$ cat src/rtl/commutation_sequencer_if.sv
// commutation_sequencer_if: request/sense inputs and gate-drive outputs of the commutation sequencer
interface commutation_sequencer_if;
  logic start;
  logic [1:0] load_req;
  logic cur_sign;
  logic short_in;
  logic fault_clr;
  logic [5:0] sout;
  logic [1:0] active_load;
  logic busy;
  logic fault;
  modport master (
    output start, load_req, cur_sign, short_in, fault_clr,
    input sout, active_load, busy, fault
  );
  modport slave (
    input start, load_req, cur_sign, short_in, fault_clr,
    output sout, active_load, busy, fault
  );
endinterface

$ cat src/rtl/commutation_sequencer.sv
// commutation_sequencer: four-step current-sign commutation for a 3-pair bidirectional switch matrix
// Optional SHORT_DEGLITCH_EN: short trip and fault clear need two consecutive agreeing short_in samples.
module commutation_sequencer #(
  parameter int STEP_CYCLES = 4,
  parameter int CNT_W = 8
) (
  input logic clk,
  input logic rst,
  commutation_sequencer_if.slave bus
);
  typedef enum logic [2:0] {IDLE, ON, STEP1, STEP2, STEP3, STEP4, FAULT} state_t;
  state_t state, state_n;
  logic [CNT_W-1:0] cnt, cnt_n;
  logic [1:0] x, x_n, y, y_n, al_n, d;
  logic s, s_n, last, trip, clr_ok;
  logic [5:0] sout_n;
  function automatic logic [5:0] place(input logic [1:0] l, input logic [1:0] b);
    return l == 2'd1 ? {b, 4'b0} : l == 2'd2 ? {2'b0, b, 2'b0} : l == 2'd3 ? {4'b0, b} : 6'b0;
  endfunction
`ifdef SHORT_DEGLITCH_EN
  logic short_q;
  always_ff @(posedge clk or posedge rst)
    if (rst) short_q <= 1'b0;
    else short_q <= bus.short_in;
  assign trip = bus.short_in & short_q;
  assign clr_ok = bus.fault_clr & ~bus.short_in & ~short_q;
`else
  assign trip = bus.short_in;
  assign clr_ok = bus.fault_clr & ~bus.short_in;
`endif
  assign last = cnt == CNT_W'(STEP_CYCLES - 1);
  assign d = s_n ? 2'b10 : 2'b01;
  always_comb begin
    state_n = state;
    cnt_n = '0;
    x_n = x;
    y_n = y;
    s_n = s;
    al_n = bus.active_load;
    if (trip) begin
      state_n = FAULT;
      al_n = 2'b00;
    end else begin
      case (state)
        IDLE: if (bus.start && bus.load_req != 2'b00) begin
          state_n = ON;
          al_n = bus.load_req;
        end
        ON: if (!bus.start || bus.load_req == 2'b00) begin
          state_n = IDLE;
          al_n = 2'b00;
        end else if (bus.load_req != bus.active_load) begin
          state_n = STEP1;
          x_n = bus.active_load;
          y_n = bus.load_req;
          s_n = bus.cur_sign;
        end
        STEP1, STEP2, STEP3: begin
          state_n = last ? state_t'(state + 3'd1) : state;
          cnt_n = last ? '0 : cnt + CNT_W'(1);
        end
        STEP4: begin
          state_n = last ? ON : STEP4;
          cnt_n = last ? '0 : cnt + CNT_W'(1);
          al_n = last ? y : bus.active_load;
        end
        FAULT: state_n = clr_ok ? IDLE : FAULT;
        default: state_n = IDLE;
      endcase
    end
  end
  // Gate pattern derived from the next state so every output stays registered.
  always_comb begin
    sout_n = '0;
    case (state_n)
      ON: sout_n = place(al_n, 2'b11);
      STEP1: sout_n = place(x_n, d);
      STEP2: sout_n = place(x_n, d) | place(y_n, d);
      STEP3: sout_n = place(y_n, d);
      STEP4: sout_n = place(y_n, 2'b11);
      default: sout_n = '0;
    endcase
  end
  always_ff @(posedge clk or posedge rst)
    if (rst) begin
      state <= IDLE;
      cnt <= '0;
      x <= '0;
      y <= '0;
      s <= 1'b0;
      bus.sout <= '0;
      bus.active_load <= '0;
      bus.busy <= 1'b0;
      bus.fault <= 1'b0;
    end else begin
      state <= state_n;
      cnt <= cnt_n;
      x <= x_n;
      y <= y_n;
      s <= s_n;
      bus.sout <= sout_n;
      bus.active_load <= al_n;
      bus.busy <= state_n inside {STEP1, STEP2, STEP3, STEP4};
      bus.fault <= state_n == FAULT;
    end
  logic [2:0] full;
  logic [5:0] xy_mask;
  assign full = {&bus.sout[5:4], &bus.sout[3:2], &bus.sout[1:0]};
  assign xy_mask = place(x, 2'b11) | place(y, 2'b11);
  a_one_pair: assert property (@(posedge clk) disable iff (rst) $onehot0(full));
  a_one_dev: assert property (@(posedge clk) disable iff (rst)
    state inside {STEP1, STEP2, STEP3} |-> full == 3'b000);
  a_conduct: assert property (@(posedge clk) disable iff (rst) bus.busy |-> |(bus.sout & xy_mask));
endmodule

$ cat src/flat_wrapper.sv
// flat-port wrapper written by rule: the top's interface ports become plain ports
module commutation_sequencer_flat 
#(
  parameter int STEP_CYCLES = 4,
  parameter int CNT_W = 8
)
  (clk, rst, bus_start, bus_load_req, bus_cur_sign, bus_short_in, bus_fault_clr, bus_sout, bus_active_load, bus_busy, bus_fault);
  commutation_sequencer_if bus_i ();
  input logic clk;
  input logic rst;
  input wire logic [$bits(bus_i.start)-1:0] bus_start;
  input wire logic [$bits(bus_i.load_req)-1:0] bus_load_req;
  input wire logic [$bits(bus_i.cur_sign)-1:0] bus_cur_sign;
  input wire logic [$bits(bus_i.short_in)-1:0] bus_short_in;
  input wire logic [$bits(bus_i.fault_clr)-1:0] bus_fault_clr;
  output wire logic [$bits(bus_i.sout)-1:0] bus_sout;
  output wire logic [$bits(bus_i.active_load)-1:0] bus_active_load;
  output wire logic [$bits(bus_i.busy)-1:0] bus_busy;
  output wire logic [$bits(bus_i.fault)-1:0] bus_fault;
  assign bus_i.start = bus_start;
  assign bus_i.load_req = bus_load_req;
  assign bus_i.cur_sign = bus_cur_sign;
  assign bus_i.short_in = bus_short_in;
  assign bus_i.fault_clr = bus_fault_clr;
  assign bus_sout = bus_i.sout;
  assign bus_active_load = bus_i.active_load;
  assign bus_busy = bus_i.busy;
  assign bus_fault = bus_i.fault;
  commutation_sequencer #(.STEP_CYCLES(STEP_CYCLES), .CNT_W(CNT_W)) u_core (.clk(clk), .rst(rst), .bus(bus_i));
endmodule
$ cat config.mk
export PLATFORM = sky130hd
export DESIGN_NAME = commutation_sequencer_flat
export DESIGN_NICKNAME = d
export VERILOG_FILES = /design/src/rtl/commutation_sequencer_if.sv /design/src/rtl/commutation_sequencer.sv /design/src/flat_wrapper.sv
export SDC_FILE = /design/constraint.sdc
export NUM_CORES = 1
export LEC_CHECK = 0
export ABC_AREA = 1
export BUFFER_PORTS_ARGS = -buffer_cell sky130_fd_sc_hd__buf_4
export CORE_MARGIN = 3
export CORE_UTILIZATION = 33
export CTS_BUF_LIST = sky130_fd_sc_hd__clkbuf_2 sky130_fd_sc_hd__clkbuf_4 sky130_fd_sc_hd__clkbuf_8
export DETAILED_ROUTE_END_ITERATION = 7
export SLEW_MARGIN = 25
export SYNTH_ARGS = -nofsm -noshare
export SYNTH_HDL_FRONTEND = slang
export SYNTH_SLANG_ARGS = --single-unit
export TNS_END_PERCENT = 10
$ cat constraint.sdc
create_clock -name clk -period 6.2 [get_ports clk]
set_clock_uncertainty 0.05 [all_clocks]
set_input_delay 0.93 -clock clk [delete_from_list [all_inputs] [get_ports clk]]
set_output_delay 0.93 -clock clk [all_outputs]
set_load 0.02 [all_outputs]
Word level (Yosys, flattened, before mapping)
Index checks and enable logic that the tools add are counted.
{ "totals": {"register_bits": 26, "in_bits": 8, "out_inout_bits": 10} }
{ "classes": {"add_sub_neg": 2, "eq_ne": 23, "muxes": 42, "bitwise_logic": 3, "reduce_logical": 9} }
{ "op_table": {"columns": ["operator", "n"], "rows": [
  ["6-bit 2-to-1 mux", 8],
  ["2-bit 2-to-1 mux", 17],
  ["6-bit one-hot mux with 5 select lines", 1],
  ["8-bit 2-to-1 mux", 3],
  ["3-bit 2-to-1 mux", 7],
  ["3-bit equality test (second input constant)", 6],
  ["3-bit one-hot mux with 5 select lines", 1],
  ["2-bit equality test (second input constant)", 6],
  ["3-bit by 2-bit equality test with 1-bit output (second input constant)", 4],
  ["8-bit by 1-bit adder with 8-bit output (second input constant)", 1],
  ["8-bit by 2-bit equality test with 1-bit output (second input constant)", 1],
  ["2-bit by 1-bit equality test with 1-bit output (second input constant)", 3],
  ["3-bit by 1-bit equality test with 1-bit output (second input constant)", 2],
  ["6-bit OR", 1],
  ["2-bit one-hot mux with 3 select lines", 1],
  ["1-bit 2-to-1 mux", 4],
  ["4-bit nonzero test", 1],
  ["4-bit OR reduction", 1],
  ["3-bit by 1-bit adder with 3-bit output (second input constant)", 1],
  ["3-bit zero test", 1],
  ["3-bit OR reduction", 1],
  ["2-bit zero test", 1],
  ["2-bit inequality test", 1],
  ["2-bit nonzero test", 1],
  ["other kinds (5)", 5]
]} }

Logic depth before layout (Yosys ltp)
Gate-level depths: netlist of the first run.
{ "depth": {"depth_word": 11, "mapped_depth": 17, "depth_no_buf": 16} }

Worst setup path after synthesis of the first run
Ideal clock, no wire load.
{ "synth_timing": {"kind": "input -> register", "start": "in bus_start", "end": "reg u_core.bus.sout[4]", "setup_time_ps": 65, "t_arrival_ps": 2059, "required_time_ps": 6085, "setup_slack_ps": 4026, "cell_stages": 13, "path_buffers": 1, "path_cell_list": "nand2_1 -> nand2_2 -> nand2_2 -> inv_2 -> nand3_4 -> buf_6 -> o21ai_1 -> nand3_1 -> nand2_1 -> nand2_1 -> nand2_1 -> inv_1 -> nand2_1"} }
{ "synth_between": {"elab_chain_len": 9, "elab_cells_between_ends": 35} }
{ "synth_lines": {"columns": ["item", "line", "text"], "rows": [
  ["start: declaration", "flat_wrapper.sv:11", "input wire logic [$bits(bus_i.start)-1:0] bus_start;"],
  ["1-bit zero test", "commutation_sequencer.sv:49", "ON: if (!bus.start || bus.load_req == 2'b00) begin"],
  ["1-bit logical OR", "commutation_sequencer.sv:49", null],
  ["2-bit 2-to-1 mux or 1-bit 2-to-1 mux (tied branches)", "commutation_sequencer.sv:49", null],
  ["2-bit 2-to-1 mux or 1-bit 2-to-1 mux (tied branches)", "commutation_sequencer.sv:44", "case (state)"],
  ["2-bit 2-to-1 mux or 1-bit 2-to-1 mux (tied branches)", "commutation_sequencer.sv:40", "if (trip) begin"],
  ["2-bit by 1-bit equality test with 1-bit output or 2-bit 2-to-1 mux (tied branches)", "commutation_sequencer.sv:18, commutation_sequencer.sv:32", null],
  ["6-bit 2-to-1 mux", "commutation_sequencer.sv:18", "return l == 2'd1 ? {b, 4'b0} : l == 2'd2 ? {2'b0, b, 2'b0} : l == 2'd3 ? {4'b0, b} : 6'b0;"],
  ["6-bit OR", "commutation_sequencer.sv:78", "STEP2: sout_n = place(x_n, d) | place(y_n, d);"],
  ["6-bit one-hot mux with 5 select lines *", "commutation_sequencer.sv:75", "case (state_n)"],
  ["net u_core.sout_n[4]", "commutation_sequencer.sv:16", "logic [5:0] sout_n;"],
  ["end signal: assignment", "commutation_sequencer.sv:101", "bus.sout <= sout_n;"],
  ["end: declaration", "commutation_sequencer_if.sv:18", "output sout, active_load, busy, fault"]
]} }
Mark *: on every way through the listed nets, which the timed path passes. The rest lies on a longest branch.

Worst setup path after layout of the first run
{ "layout_timing": {"start": "reg u_core.state[0]", "end": "reg u_core.bus.sout[5]"} }
{ "layout_between": {"elab_chain_len": 7, "elab_cells_between_ends": 38} }
{ "layout_lines": {"columns": ["item", "line", "text"], "rows": [
  ["start: declaration", "commutation_sequencer.sv:12", "state_t state, state_n;"],
  ["start signal: assignment", "commutation_sequencer.sv:96", "state <= state_n;"],
  ["branches (longest 6 deep; another with 3-bit by 1-bit adder with 3-bit output)", null, null],
  ["6-bit one-hot mux with 5 select lines *", "commutation_sequencer.sv:75", null],
  ["net u_core.sout_n[5]", "commutation_sequencer.sv:16", null]
]} }
Mark *: on every way through the listed nets, which the timed path passes.

==> results of run 1 <==
[report_power, final]
part / internal, uW / total, uW / switching, uW
sequential: 190 / 206 / 15.8
clock: 56.8 / 111 / 53.8
combinational: 65.1 / 197 / 132
total: 312 / 514 / 201
[cell usage in the layout (no fill, tap or decap), drive strengths merged]
cell type   n
nand2      85
nor2       55
inv        48
nand3      31
dfrtp      26
buf        17
o21ai       9
a21oi       7
ha          6
nor3        5
clkbuf      4
clkinv      2
o211ai      2
xnor2       1
nand4       1
nor4        1
nor3b       1
[cells by family (layout without fill, tap and decap cells)]
| family | after synthesis | in the layout | share of synthesized area [%] |
|---|---|---|---|
| buffers and inverters | 52 | 71 | 11.44 |
| AOI/OAI and AO/OA | 18 | 18 | 6.102 |
| and+or+nand+nor | 179 | 179 | 41.75 |
| adders and majority gates | 6 | 6 | 4.161 |
| DFF | 26 | 26 | 36.06 |
| xor gates and xnor gates | 1 | 1 | 0.4855 |
[routing by layer]
| metal | up-vias | GRT usage, % |
|---|---|---|
| li1 | 908 | - |
| met1 | 717 | 20.28 |
| met2 | 31 | 20.36 |
| met3 | 2 | 2.822 |
| met4 | 0 | 3.547 |
| met5 | - | 0 |
[worst paths after layout]
kind                                  from                   endpoint  slack [ps]
max                        u_core.state[0]         u_core.bus.sout[5]        3730
min reg2reg                  u_core.cnt[0]              u_core.cnt[0]         420
max in group asynchronous              rst         u_core.bus.sout[0]        5050
min in group asynchronous              rst  u_core.bus.active_load[1]         670
min                          u_core.cnt[0]              u_core.cnt[0]         420
max reg2reg                u_core.state[0]         u_core.bus.sout[5]        3730
[flip-flops by register name, indices dropped and copies added, names as in the netlist]
| register | count |
|---|---|
| u_core.state | 3 |
| u_core.x | 2 |
| u_core.bus.busy | 1 |
| u_core.cnt | 8 |
| u_core.bus.sout | 6 |
| u_core.s | 1 |
| u_core.bus.active_load | 2 |
| u_core.bus.fault | 1 |
| u_core.y | 2 |
[critical path, stage by stage (launching register included)]
cell	delay (ps)
dfrtp_1	470
ha_1	230
ha_1	180
a21oi_1	140
o21ai_2	110
nand3_1	90
nand4_1	390
nand3_1	450
nor2_1	70
nor2_1	120
nand2_1	60
[layout make-up]
| class | instances | area share, % |
|---|---|---|
| repair buffers | 17 | 6.208 |
| clock buffers | 4 | 2.678 |
| multi-input cells | 204 | 46.07 |
| well taps | 70 | 4.261 |
| flip-flops and latches | 26 | 31.65 |
| inverters | 50 | 9.130 |
[metrics by stage]
| stage | util, % | power (uW) | hold slack, ps | cell area (um^2) | std cells |
|---|---|---|---|---|---|
| after floorplan | - | 354.8 | 382.9 | 1804 | 282 |
| after global placement | 38.44 | 408.4 | 404.8 | 2001 | 367 |
| after detailed placement | 38.44 | 406.4 | 407.2 | 2001 | 367 |
| after CTS | 39.50 | 521.7 | 421.2 | 2056 | 371 |
| after global routing | 39.50 | 558.4 | 439.3 | 2056 | 371 |
| final | 39.50 | 513.7 | 416.4 | 2056 | 371 |
==> results.toml, run 1 <==
[placed_design]
portBuffers = 17
dp_hpwl_um = 3054
post-place-ws_ps = 3513
gp_congestion = 0.8540

[clocking]
clkTransAtPathRegs_ps = 90
cts-buffers-inserted = 3
worstSkewPairLatency_ps = 270
cts_tree = "yes"
hold_buffers = 0
cts.sinks = 26
ctsRootBufferMaster = "clkbuf_8"
clk_path_buf_depth = 2
postCtsSetupBuffers = 0
cts_resized = 0
htreeDepth = 1

[drt]
avgViaCountPerCell = 4.469
final_antenna_net_count = 0
drtPass1Iterations = 4
totalWireLength_um = 3995
route.met3.wl_um = 191
wl_met1_um = 2157
drc_errors = 0
met2_length_um = 1624
wl_per_cell_um = 10.77
dr_total_vias = 1658
drt_iter0_drc = 61
top_layer_used = "met4"

[sta]
tightest_slew_ps = 658.0
slew_violations = 0
rsz0062_at_grt = "no"
fmax_mhz = 404.5
finalSetupViolCount = 0
finalCritPeriodShare_pct = 39.88
slew_headroom_pct = 55.94
hold_violations = 0
fin_crit_ps = 2472
fin_setup_tns_ps = 0
layout_setup_ws_ps = 3728

[synth]
synth_seq_area_share_pct = 36.06
syn_area_mm2 = 0.001804
syn_nets = 296
synthTopCellsByArea = "dfrtp_1 36%, nand2_1 17%, nor2_1 11%"
synthArstFlopShare_pct = 100.0
ys_ff_latch = 26
syn_inst = 282
synth_top_area_cell = "dfrtp_1"
synth_warnings = 0
synth_ff_type = "dfrtp_1"
synth_top_area_share_pct = 36.06
synth_common_cells = "83 x nand2_1, 51 x nor2_1, 45 x inv_1"
avgSynthCellArea_um2 = 6.398
synth_edf_count = 0
synth_cell_types = 23
synth_most_common_cell = "nand2_1"

[die]
start_util_pct = 34.66
ios = 18
coreArea_mm2 = 0.005205
die_height_um = 79.94
num_rows = 26
chipWidth_um = 79.94
dieArea_mm2 = 0.006390

[global_route]
grt_max_degree = 27
grt_pass1_vias = 1556
overflow = 0
grt_pass1_wl_um = 7031
antenna_found_initial = 0
grt_usage_pct = 13.79

[critical_path]
startpoint_type = "register"
cp.required_ps = 6310
reg2reg_depth = 10
cp_max_fo = 11
cp.arrival_ps = 2590
path_class = "register to register"
worstSetupEndpointType = "register"

[worst_hold_path]
hp-class = "register to register"
hold_depth = 1

[layout]
antenna_cells = 0
syn_to_final_growth_pct = 13.94
n_fill_cell = 584
register_area_um2 = 650.6
fin_nets = 316
multiInputGateArea_um2 = 947.2
post_route_cells_drive_above_1_share_pct = 11.96

[power_and_ir_drop]
ir_worst_vdd_mv = 0.2038
p_per_area_mw_per_mm2 = 249.9
leakagePower_uw = 0.001188

[outcome]
status = "completed"

[run]
drv_cap = 0
Note: power is estimated with default switching activity, not from simulation.
==> inputs of run 2 (changes only) <==
ABC_AREA = 0   (was 1)
clock period = 2.12 ns   (was 6.2 ns; I/O delays follow)
==> run 2 against run 1 <==
The run now ends with setup timing left. Sequential share of layout area is 4.2 points lower. First-iteration DRC count is 72% higher. Synthesized area is 9.7% lower. Synthesized cell count is 38% lower. Sequential power grew to 2.7 times the previous value. Total power grew to 2.6 times the previous value. Global-route usage is 1.6 points higher. Cell area is 15% higher. Flip-flop and latch count stayed put. Critical path type unchanged. Critical endpoint is now u_core.bus.sout[3]. Largest cell class unchanged.
==> results.toml, run 2 <==
[die]
chipWidth_um = 76.26
die_height_um = 76.26
coreArea_mm2 = 0.004564
dieArea_mm2 = 0.005816
start_util_pct = 35.69
num_rows = 24
ios = 18

[drt]
wl_per_cell_um = 13.37
final_antenna_net_count = 0
route.met3.wl_um = 129
drc_errors = 0
drt_iter0_drc = 105
met2_length_um = 1808
drtPass1Iterations = 4
wl_met1_um = 2150
top_layer_used = "met4"
dr_total_vias = 1546
totalWireLength_um = 4157
avgViaCountPerCell = 4.971

[sta]
fmax_mhz = 413.9
finalSetupViolCount = 7
slew_violations = 0
tightest_slew_ps = 387.9
rsz0062_at_grt = "yes"
layout_setup_ws_ps = -295.8
fin_crit_ps = 2416
hold_violations = 0
slew_headroom_pct = 74.02
finalCritPeriodShare_pct = 114.0

[synth]
ys_ff_latch = 26
synth_seq_area_share_pct = 39.94
synth_top_area_cell = "dfrtp_1"
synth_common_cells = "26 x dfrtp_1, 17 x nor2_1, 14 x inv_1"
synth_ff_type = "dfrtp_1"
synth_edf_count = 0
avgSynthCellArea_um2 = 9.362
synth_warnings = 0
synth_cell_types = 50
synthArstFlopShare_pct = 100.0
synth_top_area_share_pct = 39.94
syn_area_mm2 = 0.001629
synthTopCellsByArea = "dfrtp_1 40%, ha_1 4.6%, nor2_1 3.9%"
syn_inst = 174
synth_most_common_cell = "dfrtp_1"
syn_nets = 188

[power_and_ir_drop]
power_uw = 1358
switching_share_pct = 33.42
p_per_area_mw_per_mm2 = 572.8
clockPowerShare_pct = 20.5
internal-power_uw = 903.9
ir_worst_vdd_mv = 0.3290
switchingPower_uw = 453.6
seqPwrFrac_pct = 40.2
comb_power_share_pct = 39.2
leakagePower_uw = 0.001133

[layout]
multiInputGateArea_um2 = 979.7
final_cells = 311
register_area_um2 = 650.6
antenna_cells = 0
largest_reg_flops = 8
syn_to_final_growth_pct = 45.47
n_fill_cell = 446
post_route_cells_drive_above_1_share_pct = 44.31
top_register = "u_core.cnt"
final_cell_mix = "74 x buf_4, 26 x dfrtp_1, 16 x nor2_1"
final_core_util_pct = 51.92
final_area_mm2 = 0.002370
fin_nets = 262
reg_top3 = "u_core.cnt (8), u_core.bus.sout (6), u_core.state (3)"
final_common_cell = "buf_4"

[critical_path]
cp_max_fo = 6
cp.arrival_ps = 2560
endpoint = "u_core.bus.sout[3]"
reg2reg_from = "u_core.cnt[4]"
cp.required_ps = 2260
path_class = "register to register"
startpoint_type = "register"
worstSetupEndpointType = "register"
reg2reg_depth = 8
reg2reg_to = "u_core.bus.sout[3]"
crit_start = "u_core.cnt[4]"
rrSetupSlack_ps = -300

[placed_design]
placedCellCount = 307
dp_hpwl_um = 3201
portBuffers = 17
post-place-ws_ps = -349.2
gp_congestion = 0.8616
place_area_mm2 = 0.002265

[global_route]
grt_max_degree = 27
grt_pass1_vias = 1556
antenna_found_initial = 0
grt_pass1_wl_um = 7314
overflow = 0
grt_usage_pct = 15.34

[run]
drv_cap = 0

[clocking]
clk_path_buf_depth = 2
cts-buffers-inserted = 3
cts_tree = "yes"
htreeDepth = 1
cts.sinks = 26
worstSkewPairLatency_ps = 270
clkTransAtPathRegs_ps = 90
ctsRootBufferMaster = "clkbuf_8"

[worst_hold_path]
hp-class = "input pin to async pin"

[outcome]
failed_checks = "setup timing"
status = "finished with violations"
-- run 2: cell types whose count changed in the layout (fill, tap and decap cells not counted), sizes merged, moves of 6 or more --
cell,previous run,this run
nand3,31,9
nor2,55,18
inv,48,14
nand2,85,9
xor2,0,6
buf,17,74
-- run 2: kinds of logic after synthesis --
family                     count (synthesis)  share of synthesized area, %
AOI/OAI and AO/OA                         42                         19.97
adders and majority gates                  6                         4.608
buffers and inverters                     20                         4.916
DFF                                       26                         39.94
and+or+nand+nor                           67                         23.12
xor gates and xnor gates                   9                         4.839
muxes                                      4                         2.611
-- run 2: layout make-up --
type                            count  share of cell area [%]
Sequential cell                    26                   27.46
Multi-Input combinational cell    128                   41.34
Clock buffer                        3                   1.742
Timing Repair Buffer               74                   23.44
Inverter                           15                   2.587
Tap cell                           65                   3.432
-- run 2: metrics by stage --
| step | setup TNS (ps) | hold slack (ps) |
|---|---|---|
| after floorplan | -961.5 | 308.0 |
| after global placement | -1453 | 350.0 |
| after global routing | -2474 | 96.03 |
| after CTS | -1567 | 63.02 |
| after detailed placement | -1616 | 358.3 |
| final | -1472 | 46.74 |
-- run 2: what timing repair did --
action	in CTS	in global routing
setup buffers	1	0
pin swaps	1	1
endpoints found under the setup margin	7	10
hold buffers	0	0
gates resized for setup	8	6
-- run 2: worst min path at each step --
stage | slack, ps | end | depth (start not counted) | start
final | 50 | u_core.bus.fault | 3 | rst
after floorplan | 310 | u_core.bus.active_load[0] | 1 | rst
after global placement | 350 | u_core.bus.busy | 3 | rst
after detailed placement | 360 | u_core.bus.fault | 3 | rst
after global routing | 100 | u_core.cnt[1] | 3 | rst
after CTS | 60 | u_core.bus.busy | 3 | rst
-- run 2: metal layers --
layer  vias up  global-route usage (%)
li1        777                       -
met1       733                   22.37
met2        32                   23.11
met3         4                   1.891
met4         0                   5.797
met5         -                       0
-- run 2: critical path: stages, from the launching register on --
cell and delay, ps:
dfrtp_1 400, or4_4 570, nor3_2 170, o21ai_1 100, a311o_2 390, clkinv_4 90, o211ai_4 80, or3_4 340
o221ai_2 150
-- run 2: power groups by stage --
stage	combinational, uW	clock [uW]	sequential (uW)
2_1_floorplan	264	0	575
3_3_place_gp	511	0	555
3_5_place_dp	511	0	556
4_1_cts	532	285	546
5_1_grt	589	309	550
6_report	533	278	546
==> inputs of run 3 (changes only) <==
CORE_ASPECT_RATIO = 1.75   (was not set)
==> run 3 against run 2 <==
The flow still finishes with violations (setup timing). Worst hold slack better by 6.9 ps. Die area increased by 0.57%. Non-clock buffer count rose by 9. Cell area up 2.5%. Register-to-register slack worse by 40 ps. Critical endpoint is now u_core.bus.sout[4].
==> results.toml, run 3 (synthesis results as in run 2) <==
[outcome]
status = "finished with violations"
failed_checks = "setup timing"

[critical_path]
cpMaxStageDelayCell = "or4_1"
crit_top_cell = "ha_2"
reg2reg_depth = 8
cp.arrival_ps = 2590
worstSetupEndpointType = "register"
reg2reg_to = "u_core.bus.sout[4]"
reg2reg_from = "u_core.state[0]"
max_stage_delay_ps = 520
startpoint_type = "register"
cp.required_ps = 2250
rrSetupSlack_ps = -340
cp_cell_sequence = "ha_2 > ha_2 > a211o_1 > a31oi_4 > nand2_4 > or4_1 > a21boi_0 > o211ai_1"
cp_max_fo = 4
path_class = "register to register"

[die]
start_util_pct = 34.61
dieArea_mm2 = 0.005849
num_rows = 33
die_height_um = 98.95
coreArea_mm2 = 0.004707
chipWidth_um = 59.11
ios = 18

[placed_design]
portBuffers = 17
place_area_mm2 = 0.002321
dp_hpwl_um = 3857
gp_congestion = 0.9806

[global_route]
overflow = 0
grt_pass1_wl_um = 8114
grt_pass1_vias = 1816
grt_max_degree = 27
antenna_found_initial = 0
grt_usage_pct = 18.14

[power_and_ir_drop]
leakagePower_uw = 0.001167
clockPowerShare_pct = 19.8
ir_worst_vdd_mv = 0.4128
comb_power_share_pct = 42.1
switching_share_pct = 33.65
power_uw = 1431
seqPwrFrac_pct = 38.1
switchingPower_uw = 481.5
p_per_area_mw_per_mm2 = 589.3
internal-power_uw = 949.6

[drt]
avgViaCountPerCell = 5.371
final_antenna_net_count = 0
drc_errors = 0
dr_total_vias = 1649
wl_per_cell_um = 15.80
drtPass1Iterations = 4
totalWireLength_um = 4850
drt_iter0_drc = 53

[sta]
layout_setup_ws_ps = -338.6
finalSetupViolCount = 8
rsz0062_at_grt = "yes"
fmax_mhz = 406.7
tightest_slew_ps = 387.5
slew_violations = 0
hold_violations = 0
finalCritPeriodShare_pct = 116.0
slew_headroom_pct = 73.93
fin_crit_ps = 2459

[layout]
top_register = "u_core.cnt"
syn_to_final_growth_pct = 49.08
largest_reg_flops = 8
final_area_mm2 = 0.002429
reg_top3 = "u_core.cnt (8), u_core.bus.sout (6), u_core.state (3)"
post_route_cells_drive_above_1_share_pct = 45.49
antenna_cells = 0
fin_nets = 271
final_common_cell = "buf_4"
final_cell_mix = "80 x buf_4, 25 x dfrtp_1, 17 x nor2_1"

[worst_hold_path]
hp-class = "input pin to async pin"

[run]
drv_cap = 0

[clocking]
cts-buffers-inserted = 3
cts.sinks = 26
htreeDepth = 1
clk_path_buf_depth = 2
ctsRootBufferMaster = "clkbuf_8"
cts_tree = "yes"
clkTransAtPathRegs_ps = 90
hold_buffers = 0
worstSkewPairLatency_ps = 270
==> run 3: metal layers <==
layer / vias up / share of wire (%) / global-route usage (%)
met5: - / 0 / 0
met4: 0 / 2.8 / 9.250
met3: 10 / 2.5 / 1.966
met2: 38 / 58 / 33.48
met1: 800 / 37 / 19.24
li1: 801 / - / -
==> run 3: how the worst max path moves through the flow <==
stage,slack [ps],startpoint,cells past startpoint,to
floorplan,-230,u_core.cnt[0],8,u_core.bus.sout[4]
global route,-470,u_core.cnt[7],9,u_core.bus.sout[1]
CTS,-340,u_core.cnt[4],9,u_core.bus.sout[3]
global placement,-330,u_core.cnt[5],9,u_core.bus.sout[3]
finish,-340,u_core.state[0],8,u_core.bus.sout[4]
detailed placement,-370,u_core.cnt[0],10,u_core.bus.sout[3]
==> run 3: critical path: cells and delay by family, from the launching register on <==
kind	cells	cell delay (ps)
AO/OA/AOI/OAI	4	870
AND/OR/NAND/NOR	2	610
flip-flops	1	450
adder cells (fa/ha/maj)	2	380
==> run 3: final cells by class <==
type | count | area [um^2]
repair buffers | 83 | 643.1
flip-flops and latches | 26 | 651.9
inverters | 15 | 61.31
multi-input cells | 128 | 965.9
clock buffers | 3 | 41.29
fillers | 466 | 2278
well taps | 52 | 65.06
==> run 3: power by group through the flow <==
stage | Clock, uW | Sequential (uW) | Combinational, uW
CTS | 294 | 545 | 585
finish | 283 | 545 | 603
global route | 315 | 548 | 657
global placement | 0 | 554 | 577
detailed placement | 0 | 555 | 579
floorplan | 0 | 575 | 264
==> run 3: what timing repair did <==
item,in CTS,in global routing
gates resized for setup,4,10
gates cloned,0,0
setup buffers,2,0
pin swaps,6,1
endpoints found under the setup margin,8,9
==> run 3: metrics by stage <==
step | std cells | hold WS [ps] | TNS (ps) | util, % | worst slack [ps]
2_1_floorplan | 174 | 308.0 | -961.5 | - | -225.5
3_3_place_gp | 302 | 358.9 | -1764 | 49.31 | -327.6
6_report | 307 | 53.69 | -1960 | 51.59 | -338.6
4_1_cts | 307 | 61.61 | -2015 | 50.80 | -339.0
5_1_grt | 307 | 82.46 | -2972 | 51.59 | -471.0
3_5_place_dp | 302 | 363.0 | -2020 | 49.31 | -365.3
